`src/rtl/tdc_result_buffer.sv`:
```
// TDC result capture FIFO: latches {addr,data} at the end of each TDC read strobe and presents it FWFT.
// Optional macro TDC_BUF_TIMESTAMP_EN adds a per-word 16-bit cycle timestamp on ts_out.
module tdc_result_buffer #(
    parameter int DEPTH = 16,
    parameter int AW    = 4
) (
    input  logic          clk,
    input  logic          reset_n,
    input  logic [27:0]   data_in,
    input  logic [3:0]    addr_in,
    input  logic          CSN,
    input  logic          RDN,
    output logic [31:0]   rd_data,
    output logic          rd_valid,
    input  logic          rd_ready,
    output logic [AW:0]   count,
    output logic          full,
    output logic          overflow,
    output logic [7:0]    drop_cnt,
    input  logic          overflow_clr
`ifdef TDC_BUF_TIMESTAMP_EN
    ,
    output logic [15:0]   ts_out
`endif
);

    localparam logic [AW:0]   FULL_CNT = (AW+1)'(DEPTH);
    localparam logic [AW:0]   ONE_CNT  = (AW+1)'(1);
    localparam logic [AW-1:0] ONE_PTR  = AW'(1);

    function automatic logic [7:0] sat_inc8(input logic [7:0] v);
        return (v == 8'hFF) ? v : v + 8'd1;
    endfunction

    // Reset: asynchronous assert, release re-timed through two flops.
    logic rst_meta_q;
    logic rst_n_q;

    always_ff @(posedge clk or negedge reset_n) begin
        if (!reset_n) begin
            rst_meta_q <= 1'b0;
            rst_n_q    <= 1'b0;
        end else begin
            rst_meta_q <= 1'b1;
            rst_n_q    <= rst_meta_q;
        end
    end

    // Stage 1: registered copies of the reader bus.
    logic        csn_q;
    logic        rdn_q;
    logic [27:0] data_q;
    logic [3:0]  addr_q;
    logic        armed_q;
    logic        capture;

    always_ff @(posedge clk or negedge rst_n_q) begin
        if (!rst_n_q) begin
            csn_q   <= 1'b1;
            rdn_q   <= 1'b1;
            data_q  <= '0;
            addr_q  <= '0;
            armed_q <= 1'b0;
        end else begin
            csn_q   <= CSN;
            rdn_q   <= RDN;
            data_q  <= data_in;
            addr_q  <= addr_in;
            // Only strobes that begin after RDN was seen idle-high following reset may capture.
            armed_q <= armed_q | RDN;
        end
    end

    assign capture = armed_q & ~csn_q & ~rdn_q & RDN;

    // FIFO control state.
    logic [AW-1:0] wr_ptr_q,   wr_ptr_d;
    logic [AW-1:0] rd_ptr_q,   rd_ptr_d;
    logic [AW:0]   count_q,    count_d;
    logic          overflow_q, overflow_d;
    logic [7:0]    drop_cnt_q, drop_cnt_d;
    logic          empty;
    logic          full_int;
    logic          pop;
    logic          accept;
    logic          drop;

    assign empty    = (count_q == '0);
    assign full_int = (count_q == FULL_CNT);

    always_comb begin
        pop        = ~empty & rd_ready;
        accept     = capture & (~full_int | pop);
        drop       = capture & full_int & ~pop;
        wr_ptr_d   = wr_ptr_q;
        rd_ptr_d   = rd_ptr_q;
        count_d    = count_q;
        overflow_d = overflow_q;
        drop_cnt_d = drop_cnt_q;

        if (accept) begin
            wr_ptr_d = wr_ptr_q + ONE_PTR;
        end
        if (pop) begin
            rd_ptr_d = rd_ptr_q + ONE_PTR;
        end

        case ({accept, pop})
            2'b10:   count_d = count_q + ONE_CNT;
            2'b01:   count_d = count_q - ONE_CNT;
            default: count_d = count_q;
        endcase

        // A drop in the same cycle as a clear wins: the clear is overtaken by the new event.
        if (drop) begin
            overflow_d = 1'b1;
            drop_cnt_d = overflow_clr ? 8'd1 : sat_inc8(drop_cnt_q);
        end else if (overflow_clr) begin
            overflow_d = 1'b0;
            drop_cnt_d = '0;
        end
    end

    always_ff @(posedge clk or negedge rst_n_q) begin
        if (!rst_n_q) begin
            wr_ptr_q   <= '0;
            rd_ptr_q   <= '0;
            count_q    <= '0;
            overflow_q <= 1'b0;
            drop_cnt_q <= '0;
        end else begin
            wr_ptr_q   <= wr_ptr_d;
            rd_ptr_q   <= rd_ptr_d;
            count_q    <= count_d;
            overflow_q <= overflow_d;
            drop_cnt_q <= drop_cnt_d;
        end
    end

    // Storage: data-only, no reset; the head is masked while empty.
    logic [31:0] mem_q [DEPTH];

    always_ff @(posedge clk) begin
        if (accept) begin
            mem_q[wr_ptr_q] <= {addr_q, data_q};
        end
    end

`ifdef TDC_BUF_TIMESTAMP_EN
    logic [15:0] ts_cnt_q;
    logic [15:0] ts_mem_q [DEPTH];

    always_ff @(posedge clk or negedge rst_n_q) begin
        if (!rst_n_q) begin
            ts_cnt_q <= '0;
        end else begin
            ts_cnt_q <= ts_cnt_q + 16'd1;
        end
    end

    always_ff @(posedge clk) begin
        if (accept) begin
            ts_mem_q[wr_ptr_q] <= ts_cnt_q;
        end
    end

    assign ts_out = empty ? '0 : ts_mem_q[rd_ptr_q];
`endif

    assign rd_valid = ~empty;
    assign rd_data  = empty ? '0 : mem_q[rd_ptr_q];
    assign count    = count_q;
    assign full     = full_int;
    assign overflow = overflow_q;
    assign drop_cnt = drop_cnt_q;

endmodule

```
`config.mk`:
```
export PLATFORM = sky130hd
export DESIGN_NAME = tdc_result_buffer
export DESIGN_NICKNAME = d
export VERILOG_FILES = /design/src/rtl/tdc_result_buffer.sv
export SDC_FILE = /design/constraint.sdc
export NUM_CORES = 1
export LEC_CHECK = 0
export ABC_AREA = 1
export CORE_MARGIN = 1
export CORE_UTILIZATION = 42
export DETAILED_ROUTE_END_ITERATION = 12
export GPL_TIMING_DRIVEN = 0
export REMOVE_ABC_BUFFERS = 1
export SETUP_SLACK_MARGIN = 0.5
export SLEW_MARGIN = 20
export SYNTH_ARGS = -nofsm -noshare
export SYNTH_HDL_FRONTEND = slang
export SYNTH_SLANG_ARGS = --single-unit
export TNS_END_PERCENT = 30
```
`constraint.sdc`:
```
create_clock -name clk -period 3.55 [get_ports clk]
set_input_delay 0.5325 -clock clk [delete_from_list [all_inputs] [get_ports clk]]
set_output_delay 0.5325 -clock clk [all_outputs]
set_load 0.03 [all_outputs]
```
-- Word-level counts from Yosys, hierarchy flattened
Memories as Yosys holds them, arrays and structs flattened.
Cells that the tools add are included.
- bits in registers: 59
- latch bits: 0
- RAM bits: 512
- ROM bits: 0
- output and inout bits: 48
- word-level logic and storage cells: 51
- memories: 1
- add/sub/neg operators: 5
- $mul: 0
- divide/modulo/power cells: 0
- order comparisons: 0
- equal/unequal tests: 5
- shifts and indexed selects: 0
- mux-type cells: 10
- bitwise gates (word level): 14
- reductions and logical operators: 4
- memory list (memory ; words ; width ; read ports ; clocked after Yosys merged registers in ; wr ports ; RTL line ; RTL):
    mem_q ; 16 ; 32 ; 1 ; 0 ; 1 ; 141 ; logic [31:0] mem_q [DEPTH];
- operators with widths (operator ; number):
    $mux W32 ; 1
    $mux W8 ; 4
    $pmux W5 S2 ; 1
    $add A4 B1 Y4 const B ; 2
    $add A8 B1 Y8 const B ; 1
    $eq A8 B8 Y1 const B ; 1
    $and A1 B1 Y1 ; 7
    $add A5 B1 Y5 const B ; 1
    $eq A5 B5 Y1 const B ; 1
    $logic_not A5 Y1 ; 1
    $not A1 Y1 ; 5
    $sub A5 B1 Y5 const B ; 1
    $mux W1 ; 4
    $reduce_bool A2 Y1 ; 2
    $eq A2 B1 Y1 const B ; 1
    $eq A2 B2 Y1 const B ; 1
    $ne A2 B2 Y1 const B ; 1
    $or A1 B1 Y1 ; 2
    $reduce_and A2 Y1 ; 1

-- Longest topological paths before layout
Gate-level depths: netlist (run 1).
- depth after elaboration: 8
- gate-level depth with buffers: 15
- depth with buffers taken out: 15

-- Worst setup path before layout (run 1)
OpenSTA, ideal clock, no wires.
- path type: register to register
- start point: register count_q[1] (netlist: count[1])
- end point: memory mem_q[0][0] (enable)
- setup time: 0.421 ns
- data arrival time: 2.580 ns
- slack: 0.549 ns
- stages on the path, launching flop included: 8
- path buffers: 1
- period minus slack after synthesis: 3.001 ns
- cells stage by stage: dfrtp_1 > nor2_1 > nand2_1 > nor3_2 > nor2_1 > buf_4 > nand2_1 > nor2_1
- cells in the longest elaborated chain, start to end: 7
- elaborated cells on any way between the ends: 9
- classes of those cells: 1 x eq/ne; 2 x mux; 5 x bitwise; 1 x reduce/logical
- ends and longest elaborated chain (what ; RTL line ; RTL):
    start, declared ; 79 ; logic [AW:0] count_q, count_d;
    start signal, assigned ; 134 ; count_q <= count_d;
    $logic_not A5 Y1 ; 88 ; assign empty = (count_q == '0);
    $not A1 Y1 ; 92 ; pop = ~empty & rd_ready;
    $and A1 B1 Y1 ; 92 ;
    $or A1 B1 Y1 * ; 93 ; accept = capture & (~full_int | pop);
    $and A1 B1 Y1 * ; 93 ;
    $mux W1 * ; 144 ; if (accept) begin
    $mux W1 (implied by the code) * ; 145 ; mem_q[wr_ptr_q] <= {addr_q, data_q};
    end, declared ; 141 ;
Mark *: on every way between the ends. The rest lies on a longest branch, timed or not.

-- Worst setup path in the final report (run 1)
- start point: register rd_ptr_q[0]
- end point: output rd_data[0]
- cells in the longest elaborated chain, start to end: 2
- ends and longest elaborated chain (what ; RTL line ; RTL):
    start, declared ; 78 ; logic [AW-1:0] rd_ptr_q, rd_ptr_d;
    start signal, assigned ; 133 ; rd_ptr_q <= rd_ptr_d;
    $mem_v2 Z16 W32 ; n/a ;
    $mux W32 ; 171 ; assign rd_data = empty ? '0 : mem_q[rd_ptr_q];
    end, declared ; 13 ; output logic [31:0] rd_data,
Every way passes these cells.

==> summary.md, run 1 <==
| Metric | Value |
|---|---|
| Status | `finished, final reports clean` |
| First-pass GRT wire length | `91.9 mm` |
| Max stage delay on crit path | `550 ps` |
| Crit-path max FO | `19` |
| Element type at the critical path start | `flip-flop` |
| Cell Area, Synth | `23000 sq um` |
| Detailed Route WL | `61.1 mm` |
| Slew margin rel. | `55.7%` |
| Die ar. | `55700 sq um` |
| Critical Path RT | `3020 ps` |
| Overall Global Routing Usage | `22.2%` |
| Clock Latency Late Sink | `620 ps` |
| TritonCTS clock tree | `done` |
| Worst slew pin tran | `663 ps` |
| Fillers | `4422` |
| Most frequent CP cell | `nand2_1` |
| FF+latch count, synth | `571` |
| Peak VDD IR | `0.000742 V` |
| Root buf cell | `clkbuf_16` |
| Critical Path AT | `2510 ps` |
| Post-DRT Antenna Nets | `0` |
| Clock-pin slew on the worst setup and hold paths | `60 ps` |
| Synth Flop Type | `edfxtp_1` |
| Top Layer Used | `met4` |
| Area of the multi-input gates | `5480 sq um` |
| Layout Nets | `2081` |
| DR vias | `15100` |
| Pin count of the biggest net entering global routing | `64` |
| Critical path, cell by cell | `buf_16, inv_8, buf_16, nand2_1, nand3_1, nand3_1, nand2_1, nand2_1, a21oi_4, buf_6` |
| Final min period | `3040 ps` |
| Grt total ovfl | `0` |
| Dpl hpwl | `30.6 mm` |
| CTS max path bufs | `3` |
| Synthesized area per cell | `12.0 sq um` |
| Reg2Reg Depth | `8` |
| Count of final setup violators | `0` |
| H-tree levels | `2` |
| Initial DRT Pass Iterations | `6` |
| TNS Setup | `0 ps` |
| WL met2 | `29.1 mm` |
| Share of cells above drive strength 1 | `11.9%` |
| Final Hold Fails | `0` |
| Fin crit share | `85.7%` |
| Static leakage | `10.3 nW` |
| Final Cell Area | `27900 sq um` |
| Overall die width | `236 um` |
| Crit. End Element | `output pin` |
| Final GP Congestion | `0.754` |
| Gate count of the mapped netlist | `1916` |
| Area grow syn2layout | `21.1%` |
| N_diodes | `0` |
| Ys async rst share | `10.3%` |
| IO Pins | `86` |
| Initial Util | `42.7%` |
| Initial antenna violation count | `0` |
| Met3 wire len | `5.16 mm` |
| FF-to-FF Start | `count[1]` |
| Max-slew violations | `0` |
| RR Endpoint | `mem_q[8][18]` |
| R2R Setup Slk | `790 ps` |
| Drt first-iter violations | `1284` |
| Post-layout util | `51.7%` |
| Vias in the first global route | `14900` |
| Power Dens Cells | `814 nW/um^2` |
| DRC errors left | `0` |
| Crit-path slowest cell | `dfrtp_4` |
| Via-to-Cell Ratio | `5.43` |
| CTS Buf Count | `58` |
| Hold buffer count at cts | `0` |
| Wire per inst | `22.0 um` |
| Unique masters post-synth | `33` |
| M1 WL | `24.9 mm` |
| Port Buffer Count | `85` |
| Max_cap viols | `0` |
| YS warnings | `0` |
| TritonCTS Sinks | `571` |
| Seq/Total Area, Yosys | `73.3%` |
| RSZ-0062 raised after global routing | `yes` |
| Worst hold margin | `71.5 ps` |
| Skew final | `10.4 ps` |
| Post-DP Area | `25200 sq um` |
| Max frequency | `329 MHz` |
| Class of the worst hold path | `input pin to async pin` |
| Crit Path Class | `flip-flop to output pin` |
| Post-synth EDFFs | `512` |
| Sequential cell area | `16900 sq um` |
| Core ar. | `53900 sq um` |
| Die Height | `236 um` |
| Cell Rows | `85` |
## flip-flops by register name (all words and copies together) (netlist names)
| register | count |
|---|---|
| overflow | 1 |
| mem_q | 512 |
| addr_q | 4 |
| rst_meta_q | 1 |
| rdn_q | 1 |
| rd_ptr_q | 4 |
| data_q | 28 |
| wr_ptr_q | 4 |
| armed_q | 1 |
| drop_cnt | 8 |
| csn_q | 1 |
| count | 5 |
| rst_n_q | 1 |
## per-stage QoR
| stage | setup slack [ps] | power [W] | std cells |
|---|---|---|---|
| finish | 508 | 0.0227 | 2777 |
| detailed placement | -562 | 0.0157 | 2629 |
| floorplan | -3750 | 0.0126 | 1804 |
| global placement | -10240 | 0.0140 | 2585 |
| CTS | 400 | 0.0227 | 2771 |
| global route | 381 | 0.0238 | 2777 |
## synthesized netlist by cell type (2+ instances only)
cell type    n  area [sq um]
a21oi_1     31           155
a21oi_2      4          35.0
buf_1        6          22.5
buf_2       51           255
buf_4       17           128
buf_6       24           270
clkbuf_1    12          45.0
dfrtp_1     57          1430
dfstp_2      2          52.6
edfxtp_1   512         15400
ha_1        10           125
inv_1       20          75.1
inv_2        3          11.3
nand2_1    699          2620
nand3_1    408          2040
nand3b_1     2          15.0
nor2_1      25          93.8
nor2_2       4          25.0
nor3_2       2          20.0
o21ai_0      6          30.0
xnor2_1      2          17.5
xor2_1       8          70.1
## how the worst max path moves through the flow
stage,start,to,depth (start not counted)
floorplan,rd_ptr_q[0],rd_data[0],7
finish,rd_ptr_q[0],rd_data[0],10
global route,rd_ptr_q[0],rd_data[16],9
CTS,rd_ptr_q[0],rd_data[28],9
detailed placement,rd_ptr_q[0],rd_data[0],10
global placement,rd_ptr_q[0],rd_data[0],8
## layout make-up
| type | count | area share [%] |
|---|---|---|
| clock inverters | 26 | 0.772 |
| flip-flops and latches | 571 | 60.5 |
| inverters | 25 | 0.552 |
| well taps | 696 | 3.13 |
| repair buffers | 164 | 9.18 |
| clock buffers | 82 | 5.94 |
| repair inverters | 5 | 0.216 |
| multi-input cells | 1208 | 19.7 |
## cells in the final DEF, fill, tap and decap left out, drive strengths merged
cell,Yosys,final
nand2,699,699
edfxtp,512,512
nand3,409,409
buf,100,101
clkbuf,12,87
dfrtp,57,57
clkdlybuf4s50,0,53
a21oi,35,35
nor2,29,29
inv,24,28
clkinv,1,24
ha,10,10
xor2,8,8
o21ai,6,6
bufinv,0,4
bufbuf,0,3
nor3,3,3
xnor2,2,2
nand3b,2,2
dfstp,2,2
clkdlybuf4s15,0,2
or2,1,1
a21o,1,1
nand4,1,1
o21bai,1,1
conb,1,1
## logic make-up (layout without fill, tap and decap cells)
group	count (synthesis)	after routing	synth area share [%]
buffers and inverters	137	302	3.71
AOI/OAI and AO/OA	43	43	1.02
other	1	1	0.0163
and+or+nand+nor	1144	1144	21.1
DFF	571	571	73.3
xor gates and xnor gates	10	10	0.381
adders and majority gates	10	10	0.544
## power by group
part	switching (W)	leakage, nW	internal, W	total [W]
Combinational	0.00573	4.09	0.00313	0.00886
Clock	0.00247	0.921	0.00351	0.00598
Sequential	0.000273	5.31	0.00757	0.00784
## what timing repair did
| item | 4_1_cts | 5_1_grt |
|---|---|---|
| pin swaps | 2 | 5 |
| endpoints found under the setup margin | 94 | 336 |
| resized for setup | 194 | 23 |
| setup buffers | 15 | 4 |
| endpoints found under the hold margin | 0 | 0 |
| cloned | 19 | 2 |
## worst max-delay path: cells and delay by family (launching register included)
| kind | cells | cell delay (ps) |
|---|---|---|
| compound gates | 1 | 280 |
| buf+inv | 4 | 680 |
| flops | 1 | 550 |
| simple gates | 5 | 360 |
## layer usage
layer  GRT usage, %  up-vias
li1               -     6942
met1           29.8     7332
met2           35.8      653
met3           4.07      144
met4           8.71        0
met5              0        -
Power figures use the tool's default switching activity.
==> run 2: changes to the inputs <==
- CTS_BUF_LIST: unset -> sky130_fd_sc_hd__clkbuf_4 sky130_fd_sc_hd__clkbuf_8
- clock period: 3.55 -> 3.57 ns (I/O delays scaled with it)
==> run 2 against run 1 <==
Compared with the run above:
- first-iteration DRC count is 17% higher
- register-to-register slack worse by 60 ps
- critical path depth stayed put
- die area stayed put
- setup slack worse by 99 ps
- wire length is 5.5% higher
- count of clock-buffer cells in the layout is 57 higher
- largest power group unchanged
- highest routed layer unchanged
==> summary.md, run 2 (synthesis gave the netlist of run 1 again) <==
| Metric | Value |
|---|---|
| Status | `finished, final reports clean` |
| Share of cells above drive strength 1 | `17.4%` |
| Cell Rows | `85` |
| Post-DRT Antenna Nets | `0` |
| Slew margin rel. | `54.6%` |
| Setup crit start | `rd_ptr_q[0]` |
| Crit-path leading delay family | `buffers and inverters` |
| Clock-pin slew on the worst setup and hold paths | `60 ps` |
| Critical Path RT | `3030 ps` |
| Crit-path max FO | `16` |
| Static leakage | `10.8 nW` |
| Via-to-Cell Ratio | `5.41` |
| Initial DRT Pass Iterations | `7` |
| Critical path, cell by cell | `buf_4, buf_8, buf_6, nand2_1, nand3_1, nand3_1, nand2_1, nand2_1, a21oi_4, buf_4` |
| Max frequency | `316 MHz` |
| Count of final setup violators | `0` |
| Worst slew pin tran | `679 ps` |
| Crit. End Element | `output pin` |
| N_diodes | `0` |
| Area grow syn2layout | `24.7%` |
| Core ar. | `53900 sq um` |
| Initial Util | `42.7%` |
| Critical Path AT | `2620 ps` |
| Fin cells | `2879` |
| Placed Cells | `2629` |
| CTS max path bufs | `3` |
| DRC errors left | `0` |
| Layout Nets | `2151` |
| Fillers | `4359` |
| Most common cell after layout, fill and taps aside | `nand2_1` |
| Die ar. | `55700 sq um` |
| Max-slew violations | `0` |
| Max reg flops | `512` |
| IO Pins | `86` |
| Root buf cell | `clkbuf_8` |
| Vias in the first global route | `15200` |
| Grt total ovfl | `0` |
| Final Cell Area | `28700 sq um` |
| Class of the worst hold path | `flip-flop to async pin` |
| Power Dens Cells | `825 nW/um^2` |
| Most frequent cells in the layout | `nand2_1 (692), edfxtp_1 (512), nand3_1 (398)` |
| TritonCTS Sinks | `571` |
| Detailed Route WL | `64.5 mm` |
| Dpl hpwl | `30.6 mm` |
| Final Hold Fails | `0` |
| Drt first-iter violations | `1499` |
| Fin crit share | `88.5%` |
| Crit Path Class | `flip-flop to output pin` |
| Area of the multi-input gates | `5590 sq um` |
| Initial antenna violation count | `0` |
| CP bufs+invs | `4` |
| Top reg by flops | `mem_q` |
| TritonCTS clock tree | `done` |
| Final min period | `3160 ps` |
| Pin count of the biggest net entering global routing | `64` |
| Most frequent CP cell | `nand2_1` |
| Clock Latency Late Sink | `680 ps` |
| FF-to-FF Start | `count[0]` |
| PnR worst setup slack | `410 ps` |
| DR vias | `15600` |
| Element type at the critical path start | `flip-flop` |
| Max_cap viols | `0` |
| DP Worst Slack | `-545 ps` |
| Overall Global Routing Usage | `22.8%` |
| H-tree levels | `3` |
| Skew final | `28.2 ps` |
| Peak VDD IR | `0.000631 V` |
| Port Buffer Count | `85` |
| Crit-path slowest cell | `dfrtp_4` |
| Worst hold margin | `266 ps` |
| Wire per inst | `22.4 um` |
| Sequential cell area | `16900 sq um` |
| RSZ-0062 raised after global routing | `yes` |
| CTS Buf Count | `94` |
| Die Height | `236 um` |
| Overall die width | `236 um` |
| Max stage delay on crit path | `500 ps` |
| Post-DP Area | `25200 sq um` |
| First-pass GRT wire length | `94.0 mm` |
| Final GP Congestion | `0.754` |
-- run 2: changes by cell type in the layout (fill, tap and decap cells not counted), sizes merged --
cell,before,now
clkbuf,87,150
buf,101,130
clkinv,24,32
clkinvlp,0,5
clkdlybuf4s15,2,0
bufinv,4,3
dlygate4sd3,0,1
inv,28,27
-- run 2: cell type report --
cell class,count,share of cell area (%)
sequential,571,58.8
multi-input combinational,1208,19.5
clock inverter,37,0.859
clock buffer,139,6.01
timing repair inverter,5,0.262
timing repair buffer,198,11.1
inverter,25,0.514
tap,696,3.03
-- run 2: worst paths after layout --
path	endpoint	slack, ps	depth (start not counted)
max in group asynchronous	rd_ptr_q[2]	2700	1
min	count[0]	270	0
min reg2reg	count[0]	270	0
min in group clk	csn_q	270	1
max	rd_data[0]	410	10
max reg2reg	mem_q[8][25]	730	8
-- run 2: per-stage QoR --
step	util (%)	setup TNS (ps)	total power (W)
after floorplan	-	-126490	0.0125
after global placement	44.5	-1536100	0.0140
after detailed placement	46.8	-20730	0.0156
after CTS	52.3	0	0.0231
after global routing	53.2	0	0.0248
final	53.2	0	0.0237
-- run 2: where the power goes --
part	internal, W	switching, W
registers	0.00753	0.000279
logic	0.00385	0.00609
clock network	0.00331	0.00263
total	0.0147	0.00899
-- run 2: per-layer routing --
metal | global-route usage [%] | wire length, um | up-vias
li1 | - | - | 7103
met2 | 36.8 | 30300 | 773
met1 | 30.4 | 26100 | 7548
met4 | 8.54 | 2280 | 0
met3 | 4.88 | 5820 | 162
met5 | 0 | 0 | -
-- run 2: timing repair --
action / 4_1_cts / 5_1_grt
setup endpoints to repair: 85 / 369
gates cloned: 22 / 10
pin swaps: 8 / 13
hold buffers: 1 / 0
resized for setup: 224 / 53
buffers inserted: 25 / 16
endpoints found under the hold margin: 2 / 0
-- run 2: worst register-to-register path, delay by kind of cell, from the launching register on --
family	cells	cell delay (ps)
DFF	1	440
and+or+nand+nor	6	1680
buffers and inverters	2	410
